`src/rtl/dbus_interconnect_if.sv`:
```
// Bus bundle between the CPU data port, the interconnect and the memory-mapped slaves.
// The master modport is the CPU/slave-model side; the slave modport is the interconnect itself.
interface dbus_interconnect_if #(
    parameter int unsigned NS     = 4,
    parameter int unsigned SLV_AW = 14
);
    logic                 m_wr;
    logic [31:0]          m_waddr;
    logic [31:0]          m_wdata;
    logic [3:0]           m_wstrb;
    logic                 m_rd;
    logic [31:0]          m_raddr;
    logic [31:0]          m_rdata;
    logic                 m_stall;
    logic [NS-1:0]        s_wr;
    logic [SLV_AW-1:0]    s_waddr;
    logic [31:0]          s_wdata;
    logic [3:0]           s_wstrb;
    logic [NS-1:0]        s_rd;
    logic [SLV_AW-1:0]    s_raddr;
    logic [NS*32-1:0]     s_rdata;
    logic [NS-1:0]        s_rvalid;
    logic                 err_clr;
    logic                 err_irq;
    logic [31:0]          err_addr;

    modport master (
        output m_wr, m_waddr, m_wdata, m_wstrb, m_rd, m_raddr, s_rdata, s_rvalid, err_clr,
        input  m_rdata, m_stall, s_wr, s_waddr, s_wdata, s_wstrb, s_rd, s_raddr, err_irq, err_addr
    );

    modport slave (
        input  m_wr, m_waddr, m_wdata, m_wstrb, m_rd, m_raddr, s_rdata, s_rvalid, err_clr,
        output m_rdata, m_stall, s_wr, s_waddr, s_wdata, s_wstrb, s_rd, s_raddr, err_irq, err_addr
    );
endinterface

```
`src/rtl/dbus_interconnect.sv`:
```
// Data-bus interconnect: address decode for writes and reads, stalling read-return mux
// with per-slave valid and timeout, and a sticky error log for unmapped/timed-out accesses.
module dbus_interconnect #(
    parameter int unsigned       NS      = 4,
    parameter int unsigned       BASE_W  = 8,
    parameter logic [NS*32-1:0]  BASES   = {32'h0300_0000, 32'h0200_0000, 32'h0100_0000, 32'h0000_0000},
    parameter int unsigned       SLV_AW  = 14,
    parameter int unsigned       TIMEOUT = 15
) (
    input  logic               clk,
    input  logic               rstn,
    dbus_interconnect_if.slave bus
);
    localparam int unsigned SEL_W        = (NS > 1) ? $clog2(NS) : 1;
    localparam int unsigned CNT_W        = 8;
    localparam logic [31:0] TIMEOUT_DATA = 32'hDEAD_BEEF;

    typedef enum logic [1:0] {IDLE = 2'd0, WAIT = 2'd1, UNMAP = 2'd2} state_t;

    state_t            state, state_nxt;
    logic [SEL_W-1:0]  sel, sel_nxt;
    logic [CNT_W-1:0]  cnt, cnt_nxt;
    logic [31:0]       rd_addr, rd_addr_nxt;

    logic [NS-1:0]     whit, rhit, wone, rone;
    logic [SEL_W-1:0]  ridx;
    logic              rany;
    logic [31:0]       rdata_arr [NS];
    logic              valid_sel, timeout_hit, accept;
    logic              rd_err, wr_err, err_now;
    logic [31:0]       rd_err_addr, err_new_addr;
    logic [31:0]       rdata;
    logic              stall;
    logic [NS-1:0]     s_rd;
    logic              err_flag;
    logic [31:0]       err_log_addr;

    // Address decode; lowest-index slave wins on overlapping windows
    always_comb begin
        whit = '0;
        rhit = '0;
        wone = '0;
        rone = '0;
        ridx = '0;
        for (int i = 0; i < NS; i++) begin
            whit[i]      = (bus.m_waddr[31 -: BASE_W] == BASES[i*32+31 -: BASE_W]);
            rhit[i]      = (bus.m_raddr[31 -: BASE_W] == BASES[i*32+31 -: BASE_W]);
            rdata_arr[i] = bus.s_rdata[i*32 +: 32];
        end
        for (int i = NS - 1; i >= 0; i--) begin
            if (whit[i]) begin
                wone    = '0;
                wone[i] = 1'b1;
            end
            if (rhit[i]) begin
                rone    = '0;
                rone[i] = 1'b1;
                ridx    = SEL_W'(i);
            end
        end
    end

    assign rany        = |rhit;
    assign valid_sel   = bus.s_rvalid[sel];
    assign timeout_hit = (cnt == CNT_W'(TIMEOUT));
    assign accept      = bus.m_rd & ((state != WAIT) | valid_sel);

    always_ff @(posedge clk or negedge rstn) begin
        if (!rstn) begin
            state   <= IDLE;
            sel     <= '0;
            cnt     <= '0;
            rd_addr <= '0;
        end else begin
            state   <= state_nxt;
            sel     <= sel_nxt;
            cnt     <= cnt_nxt;
            rd_addr <= rd_addr_nxt;
        end
    end

    // Next state: a new read may be accepted in IDLE, UNMAP, or on a WAIT return cycle
    always_comb begin
        state_nxt   = state;
        sel_nxt     = sel;
        cnt_nxt     = cnt;
        rd_addr_nxt = rd_addr;
        rd_err      = 1'b0;
        rd_err_addr = rd_addr;
        case (state)
            WAIT: begin
                if (valid_sel) begin
                    cnt_nxt   = '0;
                    state_nxt = IDLE;
                end else if (timeout_hit) begin
                    cnt_nxt   = '0;
                    state_nxt = IDLE;
                    rd_err    = 1'b1;
                end else begin
                    cnt_nxt = cnt + CNT_W'(1);
                end
            end
            IDLE, UNMAP: state_nxt = IDLE;
            default:     state_nxt = IDLE;
        endcase
        if (accept) begin
            if (rany) begin
                state_nxt   = WAIT;
                sel_nxt     = ridx;
                rd_addr_nxt = bus.m_raddr;
                cnt_nxt     = '0;
            end else begin
                state_nxt   = UNMAP;
                rd_err      = 1'b1;
                rd_err_addr = bus.m_raddr;
            end
        end
    end

    // Return mux, stall and read pulse; rdata is zero outside return cycles
    always_comb begin
        rdata = '0;
        stall = 1'b0;
        s_rd  = '0;
        if (state == WAIT) begin
            if (valid_sel)        rdata = rdata_arr[sel];
            else if (timeout_hit) rdata = TIMEOUT_DATA;
            else                  stall = 1'b1;
        end
        if (accept && rany) s_rd = rone;
    end

    assign wr_err       = bus.m_wr & ~(|whit);
    assign err_now      = rd_err | wr_err;
    assign err_new_addr = rd_err ? rd_err_addr : bus.m_waddr;

    // Sticky error log; a fresh error beats a simultaneous clear
    always_ff @(posedge clk or negedge rstn) begin
        if (!rstn) begin
            err_flag     <= 1'b0;
            err_log_addr <= '0;
        end else if (err_now && (!err_flag || bus.err_clr)) begin
            err_flag     <= 1'b1;
            err_log_addr <= err_new_addr;
        end else if (bus.err_clr) begin
            err_flag     <= 1'b0;
            err_log_addr <= '0;
        end
    end

    assign bus.s_wr     = {NS{bus.m_wr}} & wone;
    assign bus.s_waddr  = bus.m_waddr[SLV_AW-1:0];
    assign bus.s_wdata  = bus.m_wdata;
    assign bus.s_wstrb  = bus.m_wstrb;
    assign bus.s_rd     = s_rd;
    assign bus.s_raddr  = bus.m_raddr[SLV_AW-1:0];
    assign bus.m_rdata  = rdata;
    assign bus.m_stall  = stall;
    assign bus.err_irq  = err_flag;
    assign bus.err_addr = err_log_addr;
endmodule
```
`src/flat_wrapper.sv`:
```
// flat-port wrapper written by rule: the top's interface ports become plain ports
module dbus_interconnect_flat 
#(
    parameter int unsigned       NS      = 4,
    parameter int unsigned       BASE_W  = 8,
    parameter logic [NS*32-1:0]  BASES   = {32'h0300_0000, 32'h0200_0000, 32'h0100_0000, 32'h0000_0000},
    parameter int unsigned       SLV_AW  = 14,
    parameter int unsigned       TIMEOUT = 15
)
  (clk, rstn, bus_m_wr, bus_m_waddr, bus_m_wdata, bus_m_wstrb, bus_m_rd, bus_m_raddr, bus_s_rdata, bus_s_rvalid, bus_err_clr, bus_m_rdata, bus_m_stall, bus_s_wr, bus_s_waddr, bus_s_wdata, bus_s_wstrb, bus_s_rd, bus_s_raddr, bus_err_irq, bus_err_addr);
  dbus_interconnect_if #(.NS(NS), .SLV_AW(SLV_AW)) bus_i ();
  input  logic clk;
  input  logic rstn;
  input wire logic [$bits(bus_i.m_wr)-1:0] bus_m_wr;
  input wire logic [$bits(bus_i.m_waddr)-1:0] bus_m_waddr;
  input wire logic [$bits(bus_i.m_wdata)-1:0] bus_m_wdata;
  input wire logic [$bits(bus_i.m_wstrb)-1:0] bus_m_wstrb;
  input wire logic [$bits(bus_i.m_rd)-1:0] bus_m_rd;
  input wire logic [$bits(bus_i.m_raddr)-1:0] bus_m_raddr;
  input wire logic [$bits(bus_i.s_rdata)-1:0] bus_s_rdata;
  input wire logic [$bits(bus_i.s_rvalid)-1:0] bus_s_rvalid;
  input wire logic [$bits(bus_i.err_clr)-1:0] bus_err_clr;
  output wire logic [$bits(bus_i.m_rdata)-1:0] bus_m_rdata;
  output wire logic [$bits(bus_i.m_stall)-1:0] bus_m_stall;
  output wire logic [$bits(bus_i.s_wr)-1:0] bus_s_wr;
  output wire logic [$bits(bus_i.s_waddr)-1:0] bus_s_waddr;
  output wire logic [$bits(bus_i.s_wdata)-1:0] bus_s_wdata;
  output wire logic [$bits(bus_i.s_wstrb)-1:0] bus_s_wstrb;
  output wire logic [$bits(bus_i.s_rd)-1:0] bus_s_rd;
  output wire logic [$bits(bus_i.s_raddr)-1:0] bus_s_raddr;
  output wire logic [$bits(bus_i.err_irq)-1:0] bus_err_irq;
  output wire logic [$bits(bus_i.err_addr)-1:0] bus_err_addr;
  assign bus_i.m_wr = bus_m_wr;
  assign bus_i.m_waddr = bus_m_waddr;
  assign bus_i.m_wdata = bus_m_wdata;
  assign bus_i.m_wstrb = bus_m_wstrb;
  assign bus_i.m_rd = bus_m_rd;
  assign bus_i.m_raddr = bus_m_raddr;
  assign bus_i.s_rdata = bus_s_rdata;
  assign bus_i.s_rvalid = bus_s_rvalid;
  assign bus_i.err_clr = bus_err_clr;
  assign bus_m_rdata = bus_i.m_rdata;
  assign bus_m_stall = bus_i.m_stall;
  assign bus_s_wr = bus_i.s_wr;
  assign bus_s_waddr = bus_i.s_waddr;
  assign bus_s_wdata = bus_i.s_wdata;
  assign bus_s_wstrb = bus_i.s_wstrb;
  assign bus_s_rd = bus_i.s_rd;
  assign bus_s_raddr = bus_i.s_raddr;
  assign bus_err_irq = bus_i.err_irq;
  assign bus_err_addr = bus_i.err_addr;
  dbus_interconnect #(.NS(NS), .BASE_W(BASE_W), .BASES(BASES), .SLV_AW(SLV_AW), .TIMEOUT(TIMEOUT)) u_core (.clk(clk), .rstn(rstn), .bus(bus_i));
endmodule
```
`config.mk`:
```
export PLATFORM = sky130hd
export DESIGN_NAME = dbus_interconnect_flat
export DESIGN_NICKNAME = d
export VERILOG_FILES = /design/src/rtl/dbus_interconnect_if.sv /design/src/rtl/dbus_interconnect.sv /design/src/flat_wrapper.sv
export SDC_FILE = /design/constraint.sdc
export NUM_CORES = 1
export LEC_CHECK = 0
export ABC_AREA = 0
export BUFFER_PORTS_ARGS = -buffer_cell sky130_fd_sc_hd__buf_2
export CAP_MARGIN = 20
export CORE_AREA = 3 3 146 148
export CTS_CLUSTER_DIAMETER = 50
export DETAILED_ROUTE_END_ITERATION = 10
export DIE_AREA = 0 0 149 151
export PLACE_DENSITY = 0.6
export SYNTH_ARGS = -nofsm -noshare
export SYNTH_HDL_FRONTEND = slang
export SYNTH_SLANG_ARGS = --single-unit
```
`constraint.sdc`:
```
create_clock -name clk -period 2.8 [get_ports clk]
set_input_delay 0.14 -clock clk [delete_from_list [all_inputs] [get_ports clk]]
set_output_delay 0.14 -clock clk [all_outputs]
set_load 0.02 [all_outputs]
```
# Yosys cells after proc, flatten, opt, wreduce, memory -nomap -nowiden
# Cells that the tools add are included.
# op_classes
n_addsub	1
n_lt_le_gt_ge	2
n_eq_ne	10
muxes	46
n_bitwise	7
reduce_logical	10
# op_table
op	n
$mux 32	10
$bmux 32 s2	1
$mux 8	5
$mux 4	9
$eq 8x2->1 const B	4
$mux 2	9
$eq 8x1->1 const B	2
$logic_not 8->1	2
$mux 1	11
$add 8x1->8 const B	1
$eq 8x4->1 const B	1
$reduce_or 4->1	2
$and 4x4->4	1
$ne 4x1->1 const B	1
$ge 3x3->1 const B	1
$lt 2x3->1 const B	1
$not 2->3	1
$and 1x1->1	2
$bmux 1 s2	1
$eq 2x1->1 const B	1
$logic_and 1x1->1	2
$ne 2x1->1 const B	1
$or 1x1->1	2
$reduce_and 2->1	1
other kinds (4)	4
# word_totals
regBits	77
word_cells	82

# Logic depth before layout (Yosys ltp)
# Gate-level depths: netlist (run 1).
# logic_depth
ltp_word	9
mapped_depth	8
depth_no_buf	6

# Worst setup path before layout (run 1)
# No wires, ideal clock.
# synth_path
kind	register -> output
from	register u_core.sel[0]
to	output port bus_s_rd[0]
arrival_ns	2.015
slack_ns	0.645
stages_incl_launch_ff	8
n_path_buf	3
path_cell_list	dfrtp_1 buf_2 mux2_2 o22a_1 buf_2 nand3_2 buf_2 nor3_1
# synth_via
elab_chain_cells	6
# synth_lines
item	line	text
start: declaration	dbus_interconnect.sv:21	logic [SEL_W-1:0] sel, sel_nxt;
start signal: assignment	dbus_interconnect.sv:76	sel <= sel_nxt;
$bmux 1 s2	dbus_interconnect.sv:64	assign valid_sel = bus.s_rvalid[sel];
$mux 1 (implied by the code)	dbus_interconnect.sv:64	
$or 1x1->1	dbus_interconnect.sv:66	assign accept = bus.m_rd & ((state != WAIT) | valid_sel);
$and 1x1->1	dbus_interconnect.sv:66	
$logic_and 1x1->1	dbus_interconnect.sv:130	if (accept && rany) s_rd = rone;
$mux 4	dbus_interconnect.sv:130	
end: declaration	flat_wrapper.sv:29	output wire logic [$bits(bus_i.s_rd)-1:0] bus_s_rd;
# No other way between the ends. The select of a mux whose other input is x is not followed.

# Worst setup path in the final report (run 1)
# layout_path
from	register u_core.cnt[0]
to	output port bus_m_rdata[3]
# layout_via
elab_chain_cells	4
# layout_lines
item	line	text
start: declaration	dbus_interconnect.sv:22	logic [CNT_W-1:0] cnt, cnt_nxt;
start signal: assignment	dbus_interconnect.sv:77	cnt <= cnt_nxt;
$eq 8x4->1	dbus_interconnect.sv:65	assign timeout_hit = (cnt == CNT_W'(TIMEOUT));
$mux 32	dbus_interconnect.sv:127	else if (timeout_hit) rdata = TIMEOUT_DATA;
$mux 32	dbus_interconnect.sv:126	if (valid_sel) rdata = rdata_arr[sel];
$mux 32	dbus_interconnect.sv:125	if (state == WAIT) begin
end: declaration	flat_wrapper.sv:23	output wire logic [$bits(bus_i.m_rdata)-1:0] bus_m_rdata;
# No other way between the ends.

==> metrics.txt, run 1 <==
Net Sw Frac=around 29%; drt wl/cell=19.6 µm; CP endpoint kind=output pin; First-pass DRT Iterations=4; largest family of logic cells by synthesized area=simple AND/OR/NAND/NOR gates; mapped cell area=between 0.005 and 0.006 mm²; Synth Area in Adders=less than 1%; failing checks=negative hold slack; Core Region=just over 0.02 mm²; fraction of registers with async set/reset=100%; Simple-Gate Fraction of Synth Area=about 18%; internal power=between 2 and 2.5 mW; storage element area=slightly below 0.002 mm²; final hold violations=60; Mapped Cells=approximately 550; Fin Setup TNS=0 ps; total number of vias=between 5000 and 6000; kind of critical path=flip-flop to output pin; Yosys cell types=48; Post-Synth XOR/XNOR Area=0%; worst-case reg-to-reg path depth=6; Clock power frac=between 30% and 40%; Yosys Warn Count=0; Setup-failing EPs final=0; Slew HR=34.8%; average size of a mapped cell=9.61 µm²; Routed WL=about 20000 µm; Max-Cap Viols=0; Clock Latency Late Sink=roughly 330 ps; Gate power share=roughly a quarter; share of cells above drive strength 1=49.2%; Final Max Slew Viols=0; smallest hold slack=-37.4 ps; port bufs=~300; routability cong.=roughly 0.81; pin count of the biggest net entering global routing=between 70 and 80; Arrival @ worst endpoint=2300 ps; Yosys reg bits=77; Clock Pin Slew Worst Setup and Hold Paths=~60 ps; Hold Path Class=input pin to async pin; Die Area=0.0225 mm²; number of buffers created by CTS=9; Power Dens Cells=497 mW/mm²; Clock Sink Count=77; Synth Area in Compound Gates=between 10% and 20%; area of the multi-input gates=approximately 0.0026 mm²; fmax=between 0.4 and 0.5 GHz; Critical Path RT=approximately 2700 ps; CP startpoint kind=flip-flop; Final period util=about 87%; Max clock buf depth=2; Final Critical Period=2440 ps; H-Tree Depth=3; cells taking the most area after synthesis=dfrtp_1, mux4_2, buf_4; dpl hpwl=~16000 µm; GR Overflow Total=0; Max Fanout on Critical Path=33; Synth Flop Type=dfrtp_1; Post-synth EDFFs=0; Final Non-Filler Cells=roughly 1000; register area share after synthesis=about 37%; Initial Util=a little over a quarter; fin util=approximately a third; clock root buffer=clkbuf_16; Worst-Margin Slew=about 980 ps; vias in the first global route=4908; Layout area overhead=30.5%; total power=3.42 mW; Antenna Nets Post-Route=0; outcome=finished with violations; Net count, final=~1000; mux cell area share after synthesis=between 10 and 15%; post-CTS setup buffers=0; global-route wire length before repair=approximately 30000 µm; Hold-fix buffers, CTS=0; share of the synthesized area in the top cell type=36.5%; Sw Pwr=roughly 0.99 mW; initial antenna violation count=4; DRT iter0 DRCs=206; Fillers=2056; Post-Place Cells=between 1000 and 1500; CTS-repair resized insts=0; Sequential Power Share=about two fifths; die width=149 µm; Die H=151 µm; static leakage=~3.6 nW; Synth area leader=dfrtp_1; DRC=0; I/O pins=375; CTS tree=yes; syn_nets=787; clk_skew=between 8 and 9 ps; RSZ-0062 raised after global routing=false; gr usage total=17.2%; DR vias/cell=slightly below 5; worst vdd ir=0.000273 V; FP Rows=52
## cell usage after synthesis, types with 2 or more instances
cell type  instances
a211o_1            4
a211oi_1           4
a21oi_1           34
a311oi_1           2
and2_1             7
and3_1            18
buf_2             21
buf_4             65
buf_6              2
clkbuf_1          19
dfrtp_1           77
inv_1              8
mux2_2             3
mux4_2            32
nand2_1          113
nand2b_1           3
nand3_1           25
nand3b_1           4
nor2_1            11
nor3_1             6
nor3b_1            3
o21ai_0            5
o221ai_1          28
o2bb2ai_1         27
o31ai_1            4
or2_2              2
## power by group through the flow
stage	clock network, mW	logic (mW)	registers (mW)
CTS	1.26	0.886	1.31
floorplan	0	0.551	1.39
detailed placement	0	0.885	1.33
global route	1.32	0.951	1.33
global placement	0	0.869	1.34
finish	1.24	0.868	1.31
## sequential cells by signal, indices dropped and copies added, names as in the netlist
register and flops:
u_core.sel 2, u_core.cnt 8, u_core.bus.err_irq 1, u_core.bus.err_addr 32, u_core.rd_addr 32, u_core.state 2
## cell type report
cell class	count	area share [%]
Inverter	8	0.436
Clock buffer	11	3.53
Multi-Input combinational cell	356	38.2
Sequential cell	77	28.0
Tap cell	270	4.91
Antenna cell	1	0.0363
Timing Repair Buffer	317	23.8
Clock inverter	4	1.05
## per-stage QoR
stage | setup slack (ps) | hold WS, ps | instance area [µm²]
3_3_place_gp | 690 | 280 | 6570
5_1_grt | 243 | 27.3 | 6890
3_5_place_dp | 634 | 280 | 6570
4_1_cts | 391 | 8.22 | 6880
2_1_floorplan | 645 | -156 | 5280
6_report | 359 | -37.4 | 6890
## cell families (layout without fill, tap and decap cells)
kind of cell / after synthesis / in the layout
other: 0 / 1
and+or+nand+nor: 201 / 201
muxes: 35 / 35
adders and majority gates: 1 / 1
AOI/OAI and AO/OA: 119 / 119
DFF: 77 / 77
buffers and inverters: 116 / 340
## layer usage
layer / GRT usage (%) / part of all wire [%]
met5: 0 / 0.049
met4: 4.71 / 1.6
met3: 4.64 / 9.2
met2: 28.3 / 49
met1: 22.4 / 41
## worst paths after layout
kind	from	slack, ps	endpoint
max	u_core.cnt[0]$_DFF_PN0_	360	bus_m_rdata[3]
max reg2reg	u_core.sel[1]$_DFFE_PN0P_	680	u_core.bus.err_addr[25]$_DFFE_PN0P_
min	rstn	-40	u_core.bus.err_addr[13]$_DFFE_PN0P_
min reg2reg	u_core.rd_addr[14]$_DFFE_PN0P_	470	u_core.rd_addr[14]$_DFFE_PN0P_
max in group asynchronous	rstn	2140	u_core.sel[0]$_DFFE_PN0P_
min in group clk	bus_m_raddr[15]	20	u_core.rd_addr[15]$_DFFE_PN0P_
## critical path, stage by stage (launching register included)
cell	delay, ps
dfrtp_1	400
ha_1	230
and3_1	230
and2_1	280
nand2_2	130
buf_4	350
nand2_1	130
buf_2	190
## placed cells by master, fill, tap and decap left out, drive strengths merged
cell | synthesis | layout
a211o | 4 | 4
a211oi | 4 | 4
a21oi | 35 | 35
a311o | 1 | 1
a311oi | 2 | 2
a41oi | 1 | 1
and2 | 7 | 7
and3 | 18 | 18
buf | 89 | 317
bufinv | 0 | 2
clkbuf | 19 | 11
clkinv | 0 | 1
clkinvlp | 0 | 1
dfrtp | 77 | 77
diode | 0 | 1
ha | 1 | 1
inv | 8 | 8
mux2 | 3 | 3
mux4 | 32 | 32
nand2 | 113 | 113
nand2b | 3 | 3
nand3 | 26 | 26
nand3b | 4 | 4
nor2 | 12 | 12
nor2b | 1 | 1
nor3 | 7 | 7
nor3b | 3 | 3
nor4 | 1 | 1
o21a | 1 | 1
o21ai | 6 | 6
o221ai | 30 | 30
o22a | 1 | 1
o22ai | 2 | 2
o2bb2ai | 28 | 28
o31ai | 4 | 4
or2 | 2 | 2
or3 | 1 | 1
or3b | 1 | 1
or4 | 2 | 2
Note: power is estimated with default switching activity, not from simulation.
==> run 2: changes to the inputs <==
==> constraint.sdc (replaced) <==
create_clock -name clk -period 2.6 [get_ports clk]
set_input_delay 0.13 -clock clk [delete_from_list [all_inputs] [get_ports clk]]
set_output_delay 0.13 -clock clk [all_outputs]
set_load 0.02 [all_outputs]
==> run 2 against run 1 <==
Against the previous run: non-clock buffer count rose by 7; the run now ends clean; via count fell by 0.64%; cell count rose by 0.96%; highest routed layer unchanged; critical path depth did not move; flip-flop and latch count did not move; power rose by 3.5%; clock power fell by 5%; largest cell class unchanged.
==> metrics.txt, run 2 (synthesized netlist as in run 1, its figures left out) <==
CP startpoint kind=flip-flop; hold_sp=bus_m_raddr[14]; critical path depth=7; Final period util=94.8%; Final Max Slew Viols=0; post-CTS setup buffers=0; Clock Sink Count=77; dpl hpwl=~16000 µm; DRC=0; Layout area overhead=31.5%; Final Critical Period=roughly 2500 ps; Max-Cap Viols=0; R2R Setup Slk=roughly 400 ps; final hold violations=0; Core Region=a little over 0.02 mm²; reg-to-reg endpoint=u_core.bus.err_addr[2]$_DFFE_PN0P_; share of cells above drive strength 1=48.9%; gr usage total=16.7%; initial antenna violation count=6; most common cell after layout, fill and taps aside=buf_2; Power Dens Cells=around 510 mW/mm²; Slew HR=41.6%; pin count of the biggest net entering global routing=50; drt wl/cell=19.3 µm; Max clock buf depth=2; outcome=finished, final reports clean; Clock Pin Slew Worst Setup and Hold Paths=60 ps; First-pass DRT Iterations=4; CP delay by family, top=simple AND/OR/NAND/NOR gates; static leakage=roughly 3.6 nW; H-Tree Depth=3; Fin Setup TNS=0 ps; Max stage delay cell, worst path=dfrtp_1; routability cong.=approximately 0.80; clk_skew=5.79 ps; RSZ-0062 raised after global routing=false; vias in the first global route=4843; Max Fanout on Critical Path=31; FF-to-FF Start=u_core.cnt[0]$_DFF_PN0_; max incr delay on CP=between 400 and 500 ps; die width=~150 µm; Setup-failing EPs final=0; Arrival @ worst endpoint=around 2300 ps; Die H=151 µm; global-route wire length before repair=between 20000 and 30000 µm; I/O pins=approximately 380; Routed WL=about 20000 µm; crit-path cells=ha_1, and3_1, and2_1, nand2_2, buf_4, nand2_1, buf_2; GR Overflow Total=0; Die Area=approximately 0.022 mm²; DR vias/cell=4.83; total number of vias=~5100; Worst-Margin Slew=about 900 ps; Critical Path RT=about 2500 ps; smallest hold slack=between 6 and 7 ps; Net count, final=1014; Fillers=2089; Worst Hold Path Cells=3; Initial Util=a little over a quarter; number of buffers created by CTS=9; buffers and inverters on the worst path=2; Hold Path Class=input pin to flip-flop; worst-case reg-to-reg path depth=7; clock root buffer=clkbuf_16; port bufs=just over 300; CP endpoint kind=output pin; CTS tree=yes; fmax=0.406 GHz; Hold Path End=u_core.rd_addr[14]$_DFFE_PN0P_; kind of critical path=flip-flop to output pin; FP Rows=52; Clock Latency Late Sink=340 ps; most frequent cells in the layout=buf_2, nand2_1, dfrtp_1, a21oi_1, mux4_2; worst vdd ir=approximately 0.00035 V; DRT iter0 DRCs=170; Antenna Nets Post-Route=0
[run 2: cell types whose count changed in the layout (fill, tap and decap cells not counted), sizes merged]
cell / change
clkbuf: +1
dlygate4sd3: +7
diode: +2
clkinv: +2
bufinv: -2
[run 2: worst max-delay path by stage]
stage | from | to | slack [ps]
after floorplan | u_core.sel[0]$_DFFE_PN0P_ | bus_s_rd[0] | 460
after global placement | u_core.sel[0]$_DFFE_PN0P_ | u_core.bus.err_addr[20]$_DFFE_PN0P_ | 370
after detailed placement | u_core.sel[0]$_DFFE_PN0P_ | u_core.cnt[7]$_DFF_PN0_ | 330
after CTS | u_core.sel[0]$_DFFE_PN0P_ | bus_s_rd[2] | 40
after global routing | u_core.cnt[5]$_DFF_PN0_ | bus_m_rdata[6] | 20
final | u_core.cnt[0]$_DFF_PN0_ | bus_m_rdata[6] | 130
[run 2: through the flow]
stage                     instance area, µm²  power (mW)  worst slack (ps)  util (%)  instances
after CTS                               6930        3.59              43.3      34.4       1051
after global placement                  6580        2.37               369      32.6       1028
final                                   6940        3.54               135      34.4       1054
after floorplan                         5280        2.09               455         -        549
after global routing                    6940        3.72              18.6      34.4       1054
after detailed placement                6580        2.38               331      32.6       1028
[run 2: timing repair]
item                                    CTS  global route
hold buffers                              7             0
endpoints found under the hold margin    54             0
endpoints found under the setup margin    0             2
resized for setup                         0             1
[run 2: where the power goes]
part           internal (mW)  leakage (nW)  switching, mW
clock                  0.694         0.138          0.489
combinational          0.436          2.44          0.509
sequential              1.33         0.990         0.0803
[run 2: routing by layer]
layer	GRT usage, %	wire, µm	up-vias
met5	0	34	-
met4	4.85	279	4
met3	5.15	1690	17
met2	28.5	10000	242
met1	20.3	8310	2428
li1	-	-	2399
[run 2: layout make-up]
cell class                 count  area, µm²  share of cell area (%)
antenna                        3       7.51                   0.108
clock buffer                  12        256                    3.70
clock inverter                 4       22.5                   0.325
inverter                       8       30.0                   0.433
multi-input combinational    356       2630                    38.0
sequential                    77       1930                    27.8
tap                          270        338                    4.87
timing repair buffer         324       1720                    24.8
[run 2: worst register-to-register path, delay by kind of cell (launching register included)]
family,cells,cell delay (ps)
flip-flops,1,400
AND/OR/NAND/NOR,3,830
AO/OA/AOI/OAI,2,420
buffers and inverters,1,250
adder cells (fa/ha/maj),1,200
==> run 3: changes to the inputs <==
--- a/config.mk
+++ b/config.mk
@@ -13,6 +13,7 @@
 export DETAILED_ROUTE_END_ITERATION = 10
 export DIE_AREA = 0 0 149 151
 export PLACE_DENSITY = 0.6
+export RECOVER_POWER = 25
 export SYNTH_ARGS = -nofsm -noshare
 export SYNTH_HDL_FRONTEND = slang
 export SYNTH_SLANG_ARGS = --single-unit
==> run 3 against run 2 <==
Against the previous run: worst hold slack better by 0.52 ps; maximum frequency down 0.21%; combinational power down 0.6%; non-clock buffer count unchanged; clock skew about the same; critical path depth unchanged; wire length about the same; critical path type unchanged; largest cell class unchanged; largest power group unchanged; cell count unchanged; via count down 0.31%; critical endpoint unchanged; sequential power about the same.
==> metrics.txt, run 3 (synthesized netlist as in run 1, its figures left out) <==
Gate power share=about a quarter; pin count of the biggest net entering global routing=50; vias in the first global route=a little under 5000; Max stage delay cell, worst path=dfrtp_1; RSZ-0062 raised after global routing=false; I/O pins=approximately 380; clock root buffer=clkbuf_16; Sw Pwr=~1.1 mW; Setup-failing EPs final=0; port bufs=slightly above 300; outcome=finished, final reports clean; global-route wire length before repair=28800 µm; DRT iter0 DRCs=around 190; Worst-Margin Slew=roughly 1300 ps; Fin Setup TNS=0 ps; initial antenna violation count=6; crit-path cells=ha_1, and3_1, and2_1, nand2_2, buf_4, nand2_1, buf_2; Critical Path RT=2470 ps; worst vdd ir=0.000349 V; Sequential Power Share=40.0%; routability cong.=approximately 0.8; Clock Latency Late Sink=~340 ps; Max-Cap Viols=0; most frequent cells in the layout=buf_2, nand2_1, dfrtp_1, a21oi_1, mux4_2; Worst Hold Path Cells=3; Core Region=0.0202 mm²; max incr delay on CP=roughly 420 ps; Net Sw Frac=between 30% and 40%; worst setup margin=roughly 130 ps; FP Rows=52; Final Max Slew Viols=0; Antenna Nets Post-Route=0; gr usage total=between 15 and 20%; CP delay by family, top=simple AND/OR/NAND/NOR gates; CP endpoint kind=output pin; H-Tree Depth=3; Layout area overhead=30.8%; static leakage=roughly 3.5 nW; Die H=about 150 µm; worst-case reg-to-reg path depth=7; final hold violations=0; Arrival @ worst endpoint=2340 ps; number of buffers created by CTS=9; Power Dens Cells=just over 500 mW/mm²; fmax=between 0.4 and 0.5 GHz; Clock power frac=33.4%; Max clock buf depth=2; Initial Util=26.2%; die width=~150 µm; share of cells above drive strength 1=between 40% and 50%; Post-Place Cells=1028; Clock Pin Slew Worst Setup and Hold Paths=60 ps; fin util=34.2%; total power=roughly 3.5 mW; Fillers=around 2100; internal power=roughly 2.5 mW; GR Overflow Total=0; Hold Path Class=input pin to flip-flop; Final Critical Period=between 2000 and 2500 ps; clk_skew=~5.8 ps; dpl ws=about 330 ps; post-CTS setup buffers=0; Slew HR=14.8%; buffers and inverters on the worst path=2; total number of vias=5074; Final period util=a little over nine tenths; Routed WL=roughly 20000 µm; critical path depth=7; DRC=0; CTS tree=yes; DR vias/cell=4.81; dpl hpwl=~16000 µm; Final Non-Filler Cells=1054; Clock Sink Count=77; kind of critical path=flip-flop to output pin; Net count, final=approximately 1000; First-pass DRT Iterations=4; CP startpoint kind=flip-flop; Die Area=between 0.02 and 0.025 mm²; Max Fanout on Critical Path=31; drt wl/cell=19.3 µm; most common cell after layout, fill and taps aside=buf_2
run 3: layer usage:
metal	routed length [µm]	share of wire, %	GRT usage (%)
met1	8300	41	20.3
met2	10000	49	28.5
met3	1710	8.4	5.15
met4	247	1.2	4.85
met5	27	0.13	0
run 3: worst reg2reg max path, delay by kind of cell (launching register included):
family	cells	cell delay [ps]
buf+inv	1	250
simple gates	3	830
fa+ha+maj	1	200
compound gates	2	420
flops	1	400
run 3: final cells by class:
cell class	instances	area, µm²	area share, %
flip-flops and latches	77	1930	27.9
well taps	270	338	4.90
repair buffers	324	1680	24.4
inverters	8	30.0	0.435
clock inverters	4	22.5	0.326
multi-input cells	356	2630	38.2
clock buffers	12	256	3.72
diodes	3	7.51	0.109
run 3: power groups by stage:
stage | clock network, mW | registers, mW | logic (mW)
floorplan | 0 | 1.50 | 0.593
global placement | 0 | 1.43 | 0.945
detailed placement | 0 | 1.43 | 0.955
CTS | 1.21 | 1.41 | 0.963
global route | 1.26 | 1.43 | 1.03
finish | 1.18 | 1.41 | 0.939
run 3: worst paths after layout:
| check | from | endpoint | slack [ps] |
|---|---|---|---|
| min in group asynchronous | rstn | u_core.bus.err_addr[12]$_DFFE_PN0P_ | 610 |
| worst min register to register | u_core.rd_addr[2]$_DFFE_PN0P_ | u_core.rd_addr[2]$_DFFE_PN0P_ | 470 |
| worst min-delay path | bus_m_raddr[14] | u_core.rd_addr[14]$_DFFE_PN0P_ | 7 |
| max in group asynchronous | rstn | u_core.sel[0]$_DFFE_PN0P_ | 1130 |
| worst max register to register | u_core.cnt[0]$_DFF_PN0_ | u_core.bus.err_addr[2]$_DFFE_PN0P_ | 380 |
| worst max-delay path | u_core.cnt[0]$_DFF_PN0_ | bus_m_rdata[6] | 130 |
run 3: through the flow:
step	instance area, µm²	hold slack [ps]
4_1_cts	6930	0.216
3_5_place_dp	6580	209
6_report	6900	7.47
3_3_place_gp	6580	208
2_1_floorplan	5280	-166
5_1_grt	6900	17.9
run 3: repair_timing:
action                                  CTS  global route
hold endpoints to repair                 54             0
hold buffers                              7             0
endpoints found under the setup margin    0             2
gates resized for setup                   0             1
